**src/rtl/sgen_if.sv**
```systemverilog
// Frame handshake and serial-output bundle between a pattern source and its consumer.
// The master side issues frames; the slave side (the transmitter) serialises them.
interface sgen_if #(
   parameter int WIDTH = 8,
   parameter int LW    = 4
) ();
   logic             load;
   logic [WIDTH-1:0] data;
   logic [LW-1:0]    len;
   logic             ready;
   logic             busy;
   logic             so;
   logic             done;
   logic             run;

   modport master (
      output load, data, len,
      input  ready, busy, so, done, run
   );

   modport slave (
      input  load, data, len,
      output ready, busy, so, done, run
   );
endinterface

```
**src/rtl/sgen.sv**
```systemverilog
// Serial pattern transmitter: shifts a parallel frame out MSB-first, pads it with GAP zeros,
// and predicts the "three or more consecutive ones" detector output as run.
module sgen #(
   parameter int WIDTH = 8,
   parameter int LW    = 4,
   parameter int GAP   = 2
) (
   input  logic  ck,
   input  logic  reset,
   sgen_if.slave bus
);
   typedef enum logic [1:0] {
      S_IDLE = 2'd0,
      S_SEND = 2'd1,
      S_GAP  = 2'd2
   } state_t;

   localparam int            GW       = (GAP > 1) ? $clog2(GAP) : 1;
   localparam logic [GW-1:0] GAP_LAST = GW'((GAP > 0) ? GAP - 1 : 0);
   localparam logic [LW-1:0] WIDTH_L  = LW'(WIDTH);

   function automatic logic [LW-1:0] eff_len(input logic [LW-1:0] l);
      if (l == '0 || l > WIDTH_L) return WIDTH_L;
      return l;
   endfunction

   function automatic logic [1:0] sat_inc(input logic [1:0] c);
      return (c == 2'd3) ? c : c + 2'd1;
   endfunction

   state_t           state, state_nx;
   logic [WIDTH-1:0] shreg, shreg_nx;
   logic [LW-1:0]    cnt, cnt_nx;
   logic [GW-1:0]    gcnt, gcnt_nx;
   logic [1:0]       ones, ones_nx;
   logic             so_bit, so_nx;
   logic             busy_flag, busy_nx;
   logic             done_flag, done_nx;
   logic             run_flag, run_nx;
   logic [LW-1:0]    len_eff;
   logic [WIDTH-1:0] frame_lj;

   always_ff @(posedge ck or negedge reset) begin
      if (!reset) begin
         state     <= S_IDLE;
         shreg     <= '0;
         cnt       <= '0;
         gcnt      <= '0;
         ones      <= '0;
         so_bit    <= 1'b0;
         busy_flag <= 1'b0;
         done_flag <= 1'b0;
         run_flag  <= 1'b0;
      end else begin
         state     <= state_nx;
         shreg     <= shreg_nx;
         cnt       <= cnt_nx;
         gcnt      <= gcnt_nx;
         ones      <= ones_nx;
         so_bit    <= so_nx;
         busy_flag <= busy_nx;
         done_flag <= done_nx;
         run_flag  <= run_nx;
      end
   end

   always_comb begin
      state_nx = state;
      shreg_nx = shreg;
      cnt_nx   = cnt;
      gcnt_nx  = gcnt;
      so_nx    = 1'b0;
      busy_nx  = 1'b0;
      done_nx  = 1'b0;
      len_eff  = eff_len(bus.len);
      frame_lj = bus.data << (WIDTH_L - len_eff);

      // cnt counts the bits still to follow the one currently on so
      case (state)
         S_IDLE: begin
            if (bus.load) begin
               state_nx = S_SEND;
               so_nx    = frame_lj[WIDTH-1];
               shreg_nx = frame_lj << 1;
               cnt_nx   = len_eff - 1'b1;
               busy_nx  = 1'b1;
            end
         end
         S_SEND: begin
            busy_nx = 1'b1;
            if (cnt != '0) begin
               so_nx    = shreg[WIDTH-1];
               shreg_nx = shreg << 1;
               cnt_nx   = cnt - 1'b1;
            end else if (GAP > 0) begin
               state_nx = S_GAP;
               gcnt_nx  = GAP_LAST;
            end else begin
               state_nx = S_IDLE;
               busy_nx  = 1'b0;
               done_nx  = 1'b1;
            end
         end
         S_GAP: begin
            if (gcnt == '0) begin
               state_nx = S_IDLE;
               done_nx  = 1'b1;
            end else begin
               busy_nx = 1'b1;
               gcnt_nx = gcnt - 1'b1;
            end
         end
         default: state_nx = S_IDLE;
      endcase

      // ones holds the run length up to the previous cycle, mirroring the detector's sampling lag
      ones_nx = so_bit ? sat_inc(ones) : 2'd0;
      run_nx  = so_bit && (ones >= 2'd2);
   end

   assign bus.ready = (state == S_IDLE);
   assign bus.busy  = busy_flag;
   assign bus.so    = so_bit;
   assign bus.done  = done_flag;
   assign bus.run   = run_flag;
endmodule

```
**src/flat_wrapper.sv**
```systemverilog
// flat-port wrapper written by rule: the top's interface ports become plain ports
module sgen_flat 
#(
   parameter int WIDTH = 8,
   parameter int LW    = 4,
   parameter int GAP   = 2
)
  (ck, reset, bus_load, bus_data, bus_len, bus_ready, bus_busy, bus_so, bus_done, bus_run);
  sgen_if #(.WIDTH(WIDTH), .LW(LW)) bus_i ();
  input  logic ck;
  input  logic reset;
  input wire logic [$bits(bus_i.load)-1:0] bus_load;
  input wire logic [$bits(bus_i.data)-1:0] bus_data;
  input wire logic [$bits(bus_i.len)-1:0] bus_len;
  output wire logic [$bits(bus_i.ready)-1:0] bus_ready;
  output wire logic [$bits(bus_i.busy)-1:0] bus_busy;
  output wire logic [$bits(bus_i.so)-1:0] bus_so;
  output wire logic [$bits(bus_i.done)-1:0] bus_done;
  output wire logic [$bits(bus_i.run)-1:0] bus_run;
  assign bus_i.load = bus_load;
  assign bus_i.data = bus_data;
  assign bus_i.len = bus_len;
  assign bus_ready = bus_i.ready;
  assign bus_busy = bus_i.busy;
  assign bus_so = bus_i.so;
  assign bus_done = bus_i.done;
  assign bus_run = bus_i.run;
  sgen #(.WIDTH(WIDTH), .LW(LW), .GAP(GAP)) u_core (.ck(ck), .reset(reset), .bus(bus_i));
endmodule
```
**config.mk**
```make
export PLATFORM = sky130hd
export DESIGN_NAME = sgen_flat
export DESIGN_NICKNAME = d
export VERILOG_FILES = /design/src/rtl/sgen_if.sv /design/src/rtl/sgen.sv /design/src/flat_wrapper.sv
export SDC_FILE = /design/constraint.sdc
export NUM_CORES = 1
export LEC_CHECK = 0
export CAP_MARGIN = 5
export CORE_ASPECT_RATIO = 1.1
export CORE_MARGIN = 1
export CORE_UTILIZATION = 42
export CTS_CLUSTER_DIAMETER = 80
export CTS_CLUSTER_SIZE = 12
export DETAILED_ROUTE_END_ITERATION = 8
export GPL_TIMING_DRIVEN = 0
export PLACE_DENSITY = 0.66
export SYNTH_ARGS = -nofsm -noshare
export SYNTH_HDL_FRONTEND = slang
export SYNTH_SLANG_ARGS = --single-unit
```
**constraint.sdc**
```tcl
create_clock -name ck -period 1.79 [get_ports ck]
set_input_delay 0.358 -clock ck [delete_from_list [all_inputs] [get_ports ck]]
set_output_delay 0.358 -clock ck [all_outputs]
set_load 0.05 [all_outputs]
```
# Word level (Yosys, flattened, before mapping)
# Cells that the tools add are included.
dict set report word_totals {
  register_bits 21
  in_bits 15
  output_inout_bits 5
  elab_cells 61
}
dict set report classes {
  add_sub_neg 5
  n_lt_le_gt_ge 2
  eq_ne 8
  shifts 1
  n_mux 26
  n_reduce_logical 10
}
# operator count
set ops {}
lappend ops {{4-bit two-way mux} 4}
lappend ops {{8-bit two-way mux} 2}
lappend ops {{8-bit one-hot mux with 2 select lines} 1}
lappend ops {{2-bit two-way mux} 5}
lappend ops {{1-bit two-way mux} 9}
lappend ops {{2-bit inequality test, second input constant} 4}
lappend ops {{4-bit one-hot mux with 2 select lines} 1}
lappend ops {{8-bit by 4-bit left shift with 8-bit output} 1}
lappend ops {{4-bit by 1-bit subtractor with 4-bit output, second input constant} 2}
lappend ops {{2-bit one-hot mux with 3 select lines} 1}
lappend ops {{3-bit AND reduction} 2}
lappend ops {{2-bit == test, second input constant} 2}
lappend ops {{4-bit greater-than comparator, second input constant} 1}
lappend ops {{4-bit zero test} 1}
lappend ops {{1-bit one-hot mux with 2 select lines} 2}
lappend ops {{2-bit nonzero test} 2}
lappend ops {{4-bit nonzero test} 1}
lappend ops {{4-bit subtractor, first input constant} 1}
lappend ops {{1-bit one-hot mux with 3 select lines} 1}
lappend ops {{2-bit by 1-bit adder with 2-bit output, second input constant} 1}
lappend ops {{2-bit by 1-bit == test with 1-bit output, second input constant} 1}
lappend ops {{2-bit >= comparator, second input constant} 1}
lappend ops {{2-bit zero test} 1}
lappend ops {{2-bit by 1-bit inequality test with 1-bit output, second input constant} 1}
lappend ops {{4 further kinds} 4}

# Depth between registers and ports, before layout
# Gate-level depths: netlist of run 1.
dict set report depth {
  word_depth 8
  ltp_mapped 9
  ltp_nobuf 8
}

# Least setup slack after synthesis of run 1
# No wires, ideal clock.
dict set report synth_path {
  path_type {input port to flip-flop}
  from {in bus_len[3]}
  to {reg u_core.shreg[7]}
  setup_time_ns 0.064
  arrival_ns 1.874
  required_time_ns 1.726
  path_slack_ns -0.148
  cell_stages 7
  path_buffers 1
  path_cell_list {nand2b_4 > buf_6 > ha_1 > inv_1 > mux4_2 > a21oi_1 > a21o_1}
}
dict set report synth_via {
  elab_chain_len 8
  elab_cells_between_ends 9
  cone_classes {add/sub (1); order compare (1); shift (1); mux (4); reduce/logical (2)}
}
# element line
set synth_lines {}
lappend synth_lines {{from (decl)} flat_wrapper.sv:14} ;# input wire logic [$bits(bus_i.len)-1:0] bus_len;
lappend synth_lines {{4-bit greater-than comparator / 4-bit zero test (equally long branches)} sgen.sv:23} ;# if (l == '0 || l > WIDTH_L) return WIDTH_L;
lappend synth_lines {{1-bit logical OR} sgen.sv:23}
lappend synth_lines {{1-bit two-way mux} sgen.sv:23}
lappend synth_lines {{4-bit two-way mux *} sgen.sv:24} ;# return l;
lappend synth_lines {{4-bit subtractor *} sgen.sv:76} ;# frame_lj = bus.data << (WIDTH_L - len_eff);
lappend synth_lines {{8-bit by 4-bit left shift with 8-bit output *} sgen.sv:76}
lappend synth_lines {{8-bit two-way mux *} sgen.sv:81} ;# if (bus.load) begin
lappend synth_lines {{8-bit one-hot mux with 2 select lines *} sgen.sv:79} ;# case (state)
lappend synth_lines {{to (signal assigned)} sgen.sv:56} ;# shreg <= shreg_nx;
lappend synth_lines {{to (decl)} sgen.sv:32} ;# logic [WIDTH-1:0] shreg, shreg_nx;
# Every way passes the cells marked *; elsewhere a longest branch is shown, timed or not. The select of a mux whose other input is x is not followed.
# A chain may end at the register's enable or synchronous reset.

# Worst setup path after layout of run 1
dict set report layout_path {
  from {reg u_core.state[1]}
  to {out bus_ready}
}
dict set report layout_via {
  elab_chain_len 1
}
# element line
set layout_lines {}
lappend layout_lines {{from (decl)} sgen.sv:31} ;# state_t state, state_nx;
lappend layout_lines {{from (signal assigned)} sgen.sv:55} ;# state <= state_nx;
lappend layout_lines {{2-bit zero test} sgen.sv:121} ;# assign bus.ready = (state == S_IDLE);
lappend layout_lines {{to (decl)} flat_wrapper.sv:15} ;# output wire logic [$bits(bus_i.ready)-1:0] bus_ready;
# Every way passes these cells.

==> results summary, run 1 <==
The run finished with clean final reports. The fraction of the core area covered by cells at the end of the flow came out at 59.87%. The total power divided by cell area came out at 1488 nW/um^2. The class of the tightest hold or removal check is register to register.

The number of pins with negative max-slew slack in the final report came to 0. The pre-antenna-repair detailed-routing pass consisted of 4 iterations. STA classifies the critical path startpoint as a register. The post-detailed-route via-to-cell ratio is 5.497. The reg2reg setup slack is 0.12 ns. The detailed placement HPWL came out at 1837 microns. The number of DRC violations after detailed routing came out at 0. Across the run, the number of max-cap violations was 0.

The capturing point of the worst reg2reg path is u_core.shreg[7]$_DFFE_PN0P_. The overall die width came out at 52.56 microns. The root buffer selected by CTS is clkbuf_4.

The remaining global-route overflow is 0. The critical path in this run is classified as register to output port. The area added between synthesis and finish is 31.36%. The number of cell instances on the worst register-to-register path is 6. The average wire per cell in the routed design is 13.74 microns.

In the synthesized netlist the dominant register cell turns out to be dfrtp_1. The synthesized design spends more area on one cell type than any other, namely dfrtp_1. The total area inside the core boundary comes to 2591 sq um. TritonCTS built the clock tree. The placer's final routability congestion estimate is 0.7643. The portion of the post-synthesis area used by sequential elements is 42.37%. The buffer depth of the longest clock path came out at 2.

The insertion delay to the later sink of the worst-skew pair is 0.30 ns. The library cells used most frequently in the layout, excluding fill and tap cells, are 18 x nand2_1, 18 x dfrtp_1, 14 x nor2_1. The H-tree depth reported by CTS is 1. The via count of the first global-routing pass came out at 955. The worst-case clock skew is 0.004413 ns.

In the final design database the tool counted 166 nets. The hold buffer count at CTS came out at 0. Entering global routing, the biggest net connects 21 pins. The die outline area came out at 3029 sq um.

The number of register bits inferred by synthesis came out at 20. The total inserted antenna cells is 0. The startpoint of the worst-slack reg-to-reg timing path is u_core.cnt[1]$_DFFE_PN0P_.

The wire length reported by the detailed router came out at 2432 microns. The count of buffers added on input and output ports is 19. For hold timing, the worst endpoint is u_core.bus.done$_DFF_PN0_. The data arrival time of the worst path is 1.32 ns. The transition time of the tightest slew-check pin came out at 0.9003 ns.

VDD sags by at most 0.7132 mV. The setup slack of the critical path after layout is 0.1091 ns. The maximum clock rate is 594.9 MHz.

The biggest fanout along the worst timing path is 7. The worst slew margin relative to its limit is 39.79%. The type of destination of the critical path is an output port.

The cell depth of the worst min-delay path is 1. The number of library cell types mapped by synthesis came out at 33. The minimum clock period came out at 1.681 ns. The number of nets in the synthesized netlist is 137.

For this run, asynchronously set or reset flops after synthesis account for 100.0%. The average cell area after synthesis came out at 10.01 sq um. The number of antenna violations at the first check in global routing is 0.

For this configuration, the core starts out at a cell density of 45.58%. Dividing the final minimum period by the clock period gives 93.91%. The aggregate negative setup slack came out at 0 ns. The startpoint identified for the worst hold timing path is u_core.gcnt$_DFFE_PN0P_. The number of flops mapped to enable cells by yosys is 0. The clock transition at the registers of the reported paths came out at 0.11 ns.

The top-area cell type share of the netlist area is 42.37%. The number of clock sinks came out at 20. The number of ports placed on the die boundary came out at 20. The height of the chip came out at 57.62 microns. The total routing usage reported by global routing is 19.37%.

The number of placement rows came out at 19. The count of antenna-violating nets left after detailed routing came out at 0. The gate count after technology mapping came out at 118. Ranked by total cell area, the synthesized netlist is headed by dfrtp_1 42%, mux2i_1 6.8%, nand2_1 5.7%, mux4_1 4.4%, nor2_1 4.4%. Counting the fill cells in the layout gives 221. The leakage power figure is 0.7516 nW. The total of endpoints with negative setup slack in the final report came out at 0. After synthesis the cells add up to 1181 sq um.

The detailed router finished its first iteration with 26 violations. The count of yosys warnings during synthesis is 0. The total CTS buffers is 3.

The worst path required time is 1.43 ns. The total count of hold-check failures in the final report is 0. Timing analysis after detailed placement gives a worst setup slack of -0.5451 ns. Summing over every cut layer, the via total after detailed routing is 973. The wire length of the first global-routing pass came out at 4257 microns. Of the cells placed in the final design, the portion with a size suffix greater than 1 is 19.18%.
cells by family after synthesis:
family,count (synthesis),share of synthesized area [%]
DFF,20,42.37
adders and majority gates,4,4.237
AOI/OAI and AO/OA,30,16.53
and+or+nand+nor,44,17.58
xor gates and xnor gates,2,3.072
muxes,11,13.14
buffers and inverters,7,3.072
worst max-delay path by stage:
stage                                 from                          end  depth (start not counted)
3_3_place_gp                    bus_len[3]  u_core.shreg[7]$_DFFE_PN0P_                          8
5_1_grt        u_core.state[1]$_DFFE_PN0P_    u_core.cnt[2]$_DFFE_PN0P_                          9
2_1_floorplan                   bus_len[3]  u_core.shreg[7]$_DFFE_PN0P_                          7
3_5_place_dp                    bus_len[3]  u_core.shreg[7]$_DFFE_PN0P_                          8
4_1_cts                         bus_len[3]  u_core.shreg[6]$_DFFE_PN0P_                          6
6_report       u_core.state[1]$_DFFE_PN0P_                    bus_ready                          2
cells in the mapped netlist, types with 2 or more instances:
| master | count |
|---|---|
| a221oi_1 | 2 |
| mux4_1 | 2 |
| a21oi_1 | 8 |
| ha_1 | 4 |
| nand2_1 | 18 |
| inv_1 | 4 |
| and2_1 | 2 |
| o21ai_0 | 6 |
| nor2_1 | 14 |
| mux2i_1 | 8 |
| nand3_1 | 2 |
| buf_2 | 2 |
| nand2b_1 | 2 |
| dfrtp_1 | 20 |
| o31ai_1 | 4 |
| a21o_1 | 3 |
state kept, by name (all words and copies together), names as in the netlist:
signal / cells
u_core.bus.busy: 1
u_core.cnt: 4
u_core.bus.run: 1
u_core.shreg: 7
u_core.bus.so: 1
u_core.state: 2
u_core.bus.done: 1
u_core.ones: 2
u_core.gcnt: 1
final cells by class:
cell class / instances / area [sq um] / area share (%)
Multi-Input combinational cell: 91 / 688.2 / 44.35
Inverter: 4 / 17.52 / 1.129
Tap cell: 31 / 38.79 / 2.500
Sequential cell: 20 / 503.0 / 32.42
Timing Repair Buffer: 25 / 251.5 / 16.21
Clock buffer: 4 / 36.28 / 2.339
Buffer: 2 / 16.27 / 1.048
power breakdown:
group | internal (mW) | switching [mW] | total [mW]
Combinational | 0.529 | 0.708 | 1.24
Sequential | 0.639 | 0.168 | 0.807
Clock | 0.124 | 0.141 | 0.265
repair_timing:
action | in CTS | in global routing
resized for setup | 14 | 9
hold endpoints to repair | 0 | 0
pin swaps | 3 | 3
endpoints found under the setup margin | 12 | 6
buffers inserted | 4 | 2
through the flow:
stage / std cells / area [sq um] / hold WS, ns / power (mW)
floorplan: 118 / 1194 / 0.06241 / 1.642
global placement: 168 / 1423 / 0.4376 / 1.924
detailed placement: 168 / 1423 / 0.4469 / 1.961
CTS: 175 / 1503 / 0.4626 / 2.252
global route: 177 / 1551 / 0.4928 / 2.510
finish: 177 / 1551 / 0.4567 / 2.309
critical path, stage by stage (launching register included):
cell and delay (ns):
dfrtp_2 0.48, nor2_1 0.15, clkdlybuf4s15_2 0.39
per-layer routing:
layer / wire, microns / GRT usage (%)
met5: 0 / 0
met4: 72 / 10.15
met3: 95 / 3.150
met2: 1228 / 32.91
met1: 1036 / 23.09
No activity file was read; power rests on OpenSTA's default activity.
==> inputs of run 2 (changes only) <==
Settings changed: SLEW_MARGIN set to 0.
Clock period 1.79 ns to 2 ns, I/O delays scaled along.
==> results summary, run 2 (same netlist as run 1, synthesis figures left out) <==
The run finished with clean final reports. The wire length of the first global-routing pass came out at 4291 microns (+0.80%). The wire length reported by the detailed router was 2618 microns (+7.6%).

The starting utilization of the core area is 45.58% (unchanged). The logic gate share of total power is 53.4% (-0.2 points). The worst-case clock skew came out at 0.001053 ns (-0.003360 ns). The class of the tightest hold or removal check is register to register. The H-tree depth reported by CTS was 1 (unchanged).

From synthesis to final layout, the design area changed by 28.71%. The portion of total power attributed to the clock network was 11.3% (-0.2 points). The critical path is of the input pin to register type. The total count of hold-check failures in the final report came out at 0 (unchanged). The final-layout fill cell count came out at 227 (+2.7%). Leaving out fill and tap cells, the most frequent cell in the layout is dfrtp_1. The final design instance area without fill came to 1520 sq um (-2.0%). The sequential share of power is 35.2% (+0.3 points). The number of flip-flops in the largest register is 7 (unchanged). The fraction of the core area covered by cells at the end of the flow is 58.67% (-1.2 points). met2 is the most crowded layer. The die outline area is 3029 sq um (unchanged). The maximum number of pins on one net before global-route repair is 21 (unchanged). Subtracting the final worst setup slack from the clock period gives 1.939 ns.

The cell-internal power came out at 1.124 mW (-13%). The worst slew margin relative to its limit came out at 39.98% (+0.19 points). The number of clock sinks came to 20 (unchanged). The remaining global-route overflow is 0 (unchanged). The average wire per cell in the routed design came out at 14.79 microns (+7.6%). The number of port buffers came out at 19 (unchanged). The switching power of the nets is 0.8955 mW (-12%).

Static timing analysis puts the maximum clock frequency at 515.7 MHz. The data arrival time of the worst path came out at 2.18 ns (+0.86 ns). The count of antenna-violating nets left after detailed routing came out at 0 (unchanged). The cell depth of the worst min-delay path came out at 1 (unchanged). The insertion delay to the later sink of the worst-skew pair is 0.29 ns (about the same). The largest registers in the layout are u_core.shreg (7), u_core.cnt (4). The worst setup path is launched from an input pin. The number of pins with negative max-slew slack in the final report is 0 (unchanged). The number of vias after detailed routing came out at 1014 (+4.2%). The maximum vdd ir drop came out at 0.6746 mV (-5.4%). The detailed placement HPWL is 1899 microns (+3.4%). The total power divided by cell area is 1329 nW/um^2 (-11%). The total of endpoints with negative setup slack in the final report is 0 (unchanged). The worst path required time came to 2.24 ns (+0.81 ns). The clock tree from TritonCTS is built.

The final net count is 166 (unchanged). The via count of the first global-routing pass is 1006 (+5.3%). The worst-case setup slack after placement came out at -0.5804 ns (-0.03533 ns). The number of cell instances on the worst register-to-register path was 9 (+3). The clock transition at the registers of the reported paths came to 0.11 ns (about the same). The overall die width is 52.56 microns (unchanged). The height of the chip was 57.62 microns (unchanged). The buffer depth of the longest clock path is 2 (unchanged). The number of design-rule violations left by the first detailed-router iteration came to 24 (-7.7%). The setup slack of the critical path after layout is 0.06091 ns (-0.04815 ns).

The number of DRC violations after detailed routing is 0 (unchanged). The total power consumption of the routed design is 2.020 mW (-13%). STA classifies the critical path endpoint as a register. The switching power share of the total is 44.34% (+0.28 points). The post-detailed-route via-to-cell ratio was 5.729 (+4.2%). The transition time of the tightest slew-check pin is 0.8975 ns (-0.002819 ns). The number of search-and-repair iterations in the first detailed-routing pass came out at 4 (unchanged). The met2 track utilization from global routing came out at 33.63% (+0.72 points). The placer's final routability congestion estimate is 0.8435 (+10%). The number of antenna violations at the first check in global routing came to 0 (unchanged). The total CTS buffers is 3 (unchanged). The reg2reg setup slack came out at 0.21 ns (+0.09 ns). The total inserted antenna cells is 0 (unchanged). The number of placement rows is 19 (unchanged). The area of the core came out at 2591 sq um (unchanged). The register with the most flip-flops in the final layout is u_core.shreg. Dividing the final minimum period by the clock period gives 96.95%.

The hold buffer count at CTS came to 0 (unchanged). The global-route track usage on met3 came out at 3.937% (+0.79 points). The total cell area at the placement stage came out at 1410 sq um (-0.88%). Setup repair after global routing left no endpoint under its margin. The routing usage on met1 came to 21.86% (-1.2 points).

The area used by multi-input combinational logic came out at 679.4 sq um (-1.3%). The number of max-capacitance violations reported came out at 0 (unchanged). The share of final-layout standard cells stronger than drive strength 1 came out at 15.07% (-4.1 points).

The library cells used most frequently in the layout, excluding fill and tap cells, are 19 x dfrtp_1, 18 x nand2_1, 17 x clkdlybuf4s50_1. The biggest fanout along the worst timing path is 8 (+1). The leakage power figure is 0.7144 nW (-4.9%). The root buffer selected by CTS is clkbuf_4. The total routing usage reported by global routing is 19.25% (-0.12 points).

The area of all sequential standard cells is 501.7 sq um (-0.25%). The number of ports placed on the die boundary came out at 20 (unchanged).
[run 2: layout make-up]
type                            instances  share of cell area (%)
Clock buffer                            4                   2.387
Multi-Input combinational cell         92                   44.69
Buffer                                  3                   1.646
Timing Repair Buffer                   23                   14.57
Sequential cell                        20                   33.00
Tap cell                               31                   2.551
Inverter                                4                   1.152
[run 2: final timing paths]
| path | start | end |
|---|---|---|
| max in group asynchronous | reset | u_core.state[0]$_DFFE_PN0P_ |
| hold / removal | u_core.gcnt$_DFFE_PN0P_ | u_core.bus.done$_DFF_PN0_ |
| setup / recovery | bus_len[0] | u_core.shreg[7]$_DFFE_PN0P_ |
| hold reg to reg | u_core.gcnt$_DFFE_PN0P_ | u_core.bus.done$_DFF_PN0_ |
| min in group asynchronous | reset | u_core.gcnt$_DFFE_PN0P_ |
| setup reg to reg | u_core.state[0]$_DFFE_PN0P_ | u_core.cnt[2]$_DFFE_PN0P_ |
[run 2: critical path, cell delays in order]
cell	delay [ns]
clkdlybuf4s50_1	0.50
nand2b_4	0.07
buf_8	0.14
ha_4	0.25
inv_4	0.09
mux4_2	0.52
a21oi_2	0.13
a21o_1	0.09
[run 2: timing repair]
item	in CTS	in global routing
resized for setup	7	3
pin swaps	3	0
endpoints found under the setup margin	6	2
setup buffers	1	3
gates cloned	1	0
[run 2: power by group through the flow]
| stage | Clock (mW) | Combinational, mW | Sequential [mW] |
|---|---|---|---|
| floorplan | 0 | 0.710 | 0.755 |
| global placement | 0 | 1.01 | 0.705 |
| detailed placement | 0 | 1.05 | 0.711 |
| CTS | 0.236 | 1.08 | 0.705 |
| global route | 0.255 | 1.20 | 0.727 |
| finish | 0.229 | 1.08 | 0.711 |
[run 2: layer usage]
metal  up-vias  routed length (microns)
met5         -                        0
li1        485                        -
met3         8                       86
met1       487                     1107
met2        34                     1355
met4         0                       68
[run 2: metrics by stage]
stage	hold WS [ns]	std cells	setup TNS, ns
2_1_floorplan	0.1044	118	0
3_3_place_gp	0.4384	168	-2.406
3_5_place_dp	0.4598	168	-2.711
4_1_cts	0.4754	174	0
5_1_grt	0.4993	177	0
6_report	0.4712	177	0
